===== src/rtl/inst_sram_axi_bridge_pkg.sv =====
// Shared AXI encodings for the instruction-side SRAM-to-AXI bridge.
package inst_sram_axi_bridge_pkg;

  localparam logic [1:0] AXI_BURST_INCR = 2'b01;
  localparam logic [1:0] AXI_RESP_OKAY  = 2'b00;
  localparam logic [1:0] AXI_LOCK_DEF   = 2'b00;
  localparam logic [3:0] AXI_CACHE_DEF  = 4'h0;
  localparam logic [2:0] AXI_PROT_DEF   = 3'h0;

  function automatic logic [2:0] axi_size(
    input logic [1:0] s
  );
    return {1'b0, s};
  endfunction

endpackage


===== src/rtl/inst_sram_axi_bridge.sv =====
// SRAM-like fetch port to single-beat AXI4 reads, in-order.
// Optional INST_BRIDGE_ERR_EN adds inst_sram_err from rresp.
module inst_sram_axi_bridge
  import inst_sram_axi_bridge_pkg::*;
#(
  parameter logic [3:0] AXI_ID          = 4'h0,
  parameter int         MAX_OUTSTANDING = 2,
  parameter int         CNT_W           = 2
) (
  input  logic        clk,
  input  logic        resetn,
  input  logic        inst_sram_req,
  input  logic        inst_sram_wr,
  input  logic [1:0]  inst_sram_size,
  input  logic [3:0]  inst_sram_wstrb,
  input  logic [31:0] inst_sram_addr,
  input  logic [31:0] inst_sram_wdata,
  output logic        inst_sram_addr_ok,
  output logic        inst_sram_data_ok,
`ifdef INST_BRIDGE_ERR_EN
  output logic        inst_sram_err,
`endif
  output logic [31:0] inst_sram_rdata,
  output logic [3:0]  arid,
  output logic [31:0] araddr,
  output logic [7:0]  arlen,
  output logic [2:0]  arsize,
  output logic [1:0]  arburst,
  output logic [1:0]  arlock,
  output logic [3:0]  arcache,
  output logic [2:0]  arprot,
  output logic        arvalid,
  input  logic        arready,
  input  logic [3:0]  rid,
  input  logic [31:0] rdata,
  input  logic [1:0]  rresp,
  input  logic        rlast,
  input  logic        rvalid,
  output logic        rready
);

  logic        r_arvalid;
  logic [31:0] r_araddr;
  logic [2:0]  r_arsize;
  logic [CNT_W-1:0] r_cnt;
  logic        r_data_ok;
  logic [31:0] r_rdata;
  logic        w_addr_ok;
  logic        w_r_hs;
  logic        w_resp_err;
  logic        w_unused;

  assign w_addr_ok = inst_sram_req & ~inst_sram_wr
                   & (~r_arvalid | arready)
                   & (r_cnt < CNT_W'(MAX_OUTSTANDING));
  assign rready     = (r_cnt != '0);
  assign w_r_hs     = rvalid & rready;
  assign w_resp_err = (rresp != AXI_RESP_OKAY);

  assign inst_sram_addr_ok = w_addr_ok;
  assign inst_sram_data_ok = r_data_ok;
  assign inst_sram_rdata   = r_rdata;

  assign arid    = AXI_ID;
  assign araddr  = r_araddr;
  assign arlen   = 8'd0;
  assign arsize  = r_arsize;
  assign arburst = AXI_BURST_INCR;
  assign arlock  = AXI_LOCK_DEF;
  assign arcache = AXI_CACHE_DEF;
  assign arprot  = AXI_PROT_DEF;
  assign arvalid = r_arvalid;

  assign w_unused = ^{inst_sram_wstrb, inst_sram_wdata,
                      rid, rlast, w_resp_err};

  always_ff @(posedge clk) begin
    if (!resetn) begin
      r_arvalid <= 1'b0;
      r_araddr  <= '0;
      r_arsize  <= '0;
      r_cnt     <= '0;
      r_data_ok <= 1'b0;
      r_rdata   <= '0;
    end else begin
      // a fresh accept reloads even while the old beat is handing off
      if (w_addr_ok) begin
        r_arvalid <= 1'b1;
        r_araddr  <= inst_sram_addr;
        r_arsize  <= axi_size(inst_sram_size);
      end else if (r_arvalid && arready) begin
        r_arvalid <= 1'b0;
      end
      r_data_ok <= w_r_hs;
      if (w_r_hs)
        r_rdata <= rdata;
      case ({w_addr_ok, r_data_ok})
        2'b10:   r_cnt <= r_cnt + CNT_W'(1);
        2'b01:   r_cnt <= r_cnt - CNT_W'(1);
        default: r_cnt <= r_cnt;
      endcase
    end
  end

`ifdef INST_BRIDGE_ERR_EN
  logic r_err;

  always_ff @(posedge clk) begin
    if (!resetn)
      r_err <= 1'b0;
    else
      r_err <= w_r_hs & w_resp_err;
  end

  assign inst_sram_err = r_err;
`endif

endmodule


===== config.mk =====
export PLATFORM = sky130hd
export DESIGN_NAME = inst_sram_axi_bridge
export DESIGN_NICKNAME = d
export VERILOG_FILES = /design/src/rtl/inst_sram_axi_bridge_pkg.sv /design/src/rtl/inst_sram_axi_bridge.sv
export SDC_FILE = /design/constraint.sdc
export NUM_CORES = 1
export LEC_CHECK = 0
export ABC_AREA = 1
export CAP_MARGIN = 20
export CORE_UTILIZATION = 36
export DETAILED_ROUTE_END_ITERATION = 6
export PLACE_DENSITY = 0.91
export SETUP_SLACK_MARGIN = 0.1
export SYNTH_ARGS = -nofsm -noshare
export SYNTH_HDL_FRONTEND = slang
export SYNTH_SLANG_ARGS = --single-unit

===== constraint.sdc =====
create_clock -name clk -period 1.92 [get_ports clk]
set_clock_uncertainty 0.1 [all_clocks]
set_input_delay 0.384 -clock clk [delete_from_list [all_inputs] [get_ports clk]]
set_output_delay 0.384 -clock clk [all_outputs]
set_load 0.01 [all_outputs]

# ---- Word-level counts from Yosys, hierarchy flattened
# Index checks and enable logic that the tools add are counted.
dict set report classes {
  add_sub_neg 2
  magnitude_cmp 1
  n_eq_ne 2
  mux 3
  n_bitwise 7
  n_reduce_logical 4
}
# op n
set ops {}
lappend ops {{$reduce_bool A2 Y1} 3}
lappend ops {{$and A1 B1 Y1} 4}
lappend ops {{$pmux W2 S2} 1}
lappend ops {{$add A2 B1 Y2 const B} 1}
lappend ops {{$eq A2 B1 Y1 const B} 1}
lappend ops {{$eq A2 B2 Y1 const B} 1}
lappend ops {{$lt A2 B2 Y1 const B} 1}
lappend ops {{$mux W1} 2}
lappend ops {{$not A1 Y1} 2}
lappend ops {{$sub A2 B1 Y2 const B} 1}
lappend ops {{$logic_and A1 B1 Y1} 1}
lappend ops {{$or A1 B1 Y1} 1}
dict set report totals {
  regBits 70
  out_inout_bits 94
  wordCells 25
}

# ---- Depth between registers and ports, before layout
dict set report depth {
  ltp_word 6
  depth_mapped 9
  mapped_depth_nobuf 8
}

# ---- Worst setup path after synthesis
# OpenSTA, ideal clock, no wires.
dict set report synth_timing {
  kind {input to register}
  startpoint {input port arready}
  endpoint {register r_cnt[1]}
  setup_time_ps 115
  arrival_ps 1592
  required_ps 1705
  path_slack_ps 113
  cell_stages 8
  cell_sequence {inv_1 nand2_1 nand3_4 buf_2 ha_1 or2_2 a21oi_1 nor2_1}
}
dict set report synth_between {
  elab_chain_len 5
  word_cells_on_any_way 7
  classes_between {eq/ne (2); mux (1); bitwise (3); reduce/logical (1)}
}
# element line
set synth_lines {}
lappend synth_lines {{start, declared} inst_sram_axi_bridge.sv:33} ;# input logic arready,
lappend synth_lines {{$or A1 B1 Y1 (*)} inst_sram_axi_bridge.sv:54} ;# & (~r_arvalid | arready)
lappend synth_lines {{$and A1 B1 Y1 (*)} inst_sram_axi_bridge.sv:54}
lappend synth_lines {{$and A1 B1 Y1 (*)} inst_sram_axi_bridge.sv:55} ;# & (r_cnt < CNT_W'(MAX_OUTSTANDING));
lappend synth_lines {{$eq A2 B1 Y1 / $eq A2 B2 Y1 (equally long branches)} inst_sram_axi_bridge.sv:97} ;# case ({w_addr_ok, r_data_ok})
lappend synth_lines {{$pmux W2 S2 / $reduce_bool A2 Y1 (equally long branches)} n/a}
lappend synth_lines {{end signal, assigned} inst_sram_axi_bridge.sv:98} ;# 2'b10: r_cnt <= r_cnt + CNT_W'(1);
lappend synth_lines {{end signal, assigned} inst_sram_axi_bridge.sv:99} ;# 2'b01: r_cnt <= r_cnt - CNT_W'(1);
lappend synth_lines {{end signal, assigned} inst_sram_axi_bridge.sv:100} ;# default: r_cnt <= r_cnt;
lappend synth_lines {{end, declared} inst_sram_axi_bridge.sv:45} ;# logic [CNT_W-1:0] r_cnt;
# Mark *: on every way between the ends. The rest lies on a longest branch, timed or not.
# A chain may end at the register's enable or synchronous reset.

# ---- Worst setup path in the final report
# Ends and elaborated chain as after synthesis.

==> results.json <==
{
  "status": "complete, no violations",
  "wirelength_mm": 8.27,
  "drive_gt1_frac": 0.0567,
  "clock_sinks": 70,
  "placementRows": 34,
  "cts_buffers": 9,
  "place_inst": 709,
  "busiest_layer": "met2",
  "drv_cap": 0,
  "crit_type": "in -> reg",
  "die_area_mm2": 0.00935,
  "nets": 728,
  "clk_path_buf_depth": 2,
  "syn_avg_cell_area_um2": 6.75,
  "yosysWarningCount": 0,
  "start_util": 0.370,
  "n_antenna_cell": 0,
  "drt_first_pass_iters": 4,
  "gp_congestion": 0.752,
  "final_common_cell": "clkdlybuf4s50_1",
  "vias": 3168,
  "setup_viol": 0,
  "wl_per_cell_um": 11.4,
  "fp.dieH_um": 96.7,
  "rsz0062_at_grt": "false",
  "track_usage": 0.181,
  "leakage_uw": 0.00231,
  "max_clock_freq_mhz": 571,
  "grt_use_met2": 0.332,
  "slowest_stage": "clkdlybuf4s50_1",
  "whs_path_depth": 2,
  "nFillCells": 828,
  "grt_pass1_vias": 3071,
  "drt_iter0_markers": 73,
  "clk_latency_ps": 330,
  "core_area_mm2": 0.00872,
  "endpoint_kind": "register",
  "crit_fanout": 3,
  "syn2layout_area_growth_pct": 49.9,
  "min_period_ps": 1750,
  "post-route-period-util": 0.912,
  "fin_util": 0.555,
  "io_buffer_count": 141,
  "drtAntennaViolNets": 0,
  "cts_hold_buf": 0,
  "post_cts_buffers": 0,
  "drc": 0,
  "grt_overflow": 0,
  "crit_cells": 10,
  "viasPerCell": 4.37,
  "ys_seq_area_frac": 0.434,
  "worst-path-buf-inv": 3,
  "cp.arrival_ps": 1880,
  "start_kind": "primary input",
  "cts_htree_levels": 3,
  "grt_max_degree": 70,
  "path_cells": "clkdlybuf4s50_1, inv_1, nand2_2, nand3_4, buf_4, ha_1, a21oi_1, nand3_1, nand2_1, nor2_1",
  "path_delay_family": "buffers and inverters",
  "cts-root-buf": "clkbuf_8",
  "clk_pin_slew_ps": 80,
  "hp-class": "reg -> reg",
  "use_met3": 0.0621,
  "hpwlAfterDp_mm": 5.86,
  "fin_cells": 725,
  "netlist_area_mm2": 0.00323,
  "antenna_found_initial": 0,
  "synth_cells": 478,
  "grt_pass1_wl_mm": 13.8,
  "ff2ff_path_depth": 8,
  "cpPeakStageDelay_ps": 470,
  "ioPinCount": 209,
  "synth_cell_type_count": 20,
  "cp.required_ps": 2050,
  "hold_viol": 0,
  "p_per_area_mw_per_mm2": 773,
  "ys_ff_latch": 70,
  "hold_ws_ps": 391,
  "vdd_drop_max_mv": 0.417,
  "die_x_um": 96.7,
  "grt_use_met1": 0.189,
  "mostFrequentLayoutCells": "clkdlybuf4s50_1 (137), inv_1 (107), nor2_1 (100)",
  "drv_slew": 0,
  "cts_tree": "built"
}
==> metal layers <==
metal	wire length, um	part of all wire
met5	0	0
met4	126	0.015
met3	639	0.077
met2	4170	0.50
met1	3340	0.40
==> kinds of logic after synthesis <==
logic type,after synthesis,synth area share
other cells,2,0.00233
buf+inv,158,0.222
flops,70,0.434
compound gates,37,0.0574
simple gates,210,0.280
fa+ha+maj,1,0.00388
==> report_power, final <==
group	switching [uW]	leakage, uW	total [uW]	internal, uW
Sequential	67.0	0.000575	1650	1580
Combinational	425	0.00164	904	479
Clock	554	0.0000955	1190	636
==> area by class of cell <==
cell class,instances,area [um^2],share of cell area
clock buffer,11,141,0.0292
clock inverter,5,58.8,0.0122
inverter,108,405,0.0838
multi-input combinational,272,1190,0.247
sequential,70,1400,0.290
tap,108,135,0.0279
timing repair buffer,151,1500,0.310
==> sequential cells by signal, indices dropped and copies added, names as in the netlist <==
signal             cells
arsize                 2
r_cnt                  2
arvalid                1
inst_sram_rdata       32
inst_sram_data_ok      1
araddr                32
==> worst reg2reg max path, stage by stage (launching register included) <==
cell and delay (ps):
dfxtp_2 350, nor2_4 120, nand3_4 90, buf_4 140, ha_1 310, a21oi_1 180
nand3_1 90, nand2_1 60, nor2_1 40
==> worst paths after layout <==
kind | from | end | slack [ps]
max | arready | r_cnt[1] | 170
min | inst_sram_rdata[8] | inst_sram_rdata[8] | 390
max reg2reg | r_cnt[1] | r_cnt[1] | 330
min reg2reg | inst_sram_rdata[8] | inst_sram_rdata[8] | 390
==> metrics by stage <==
stage               total power (uW)  setup TNS (ps)  setup WS [ps]  instance area [um^2]
finish                          3740               0            169                  4840
global route                    3960               0            110                  4840
CTS                             3790               0           40.4                  4840
detailed placement              2590            -476           -226                  4640
global placement                2560            -403           -211                  4640
floorplan                       2140               0            113                  3310
==> timing repair <==
| action | in CTS | in global routing |
|---|---|---|
| gates resized for setup | 3 | 4 |
| pin swaps | 0 | 1 |
| setup endpoints to repair | 2 | 2 |
==> synth_stat cells <==
cell / count / share of area
buf_2: 10 / 0.016
buf_4: 24 / 0.056
inv_2: 1 / 0.0012
conb_1: 2 / 0.0023
clkbuf_1: 10 / 0.012
nor2_4: 1 / 0.0035
ha_1: 1 / 0.0039
o21ai_0: 33 / 0.051
buf_6: 3 / 0.010
nand3_4: 1 / 0.0054
nand2_2: 2 / 0.0039
buf_1: 3 / 0.0035
a21oi_1: 4 / 0.0062
or2_2: 1 / 0.0019
nand3_1: 1 / 0.0015
dfxtp_1: 70 / 0.43
nor2_1: 100 / 0.12
nand2_1: 70 / 0.081
inv_1: 107 / 0.12
nand4_1: 34 / 0.066
(Power assumes the default switching activity.)
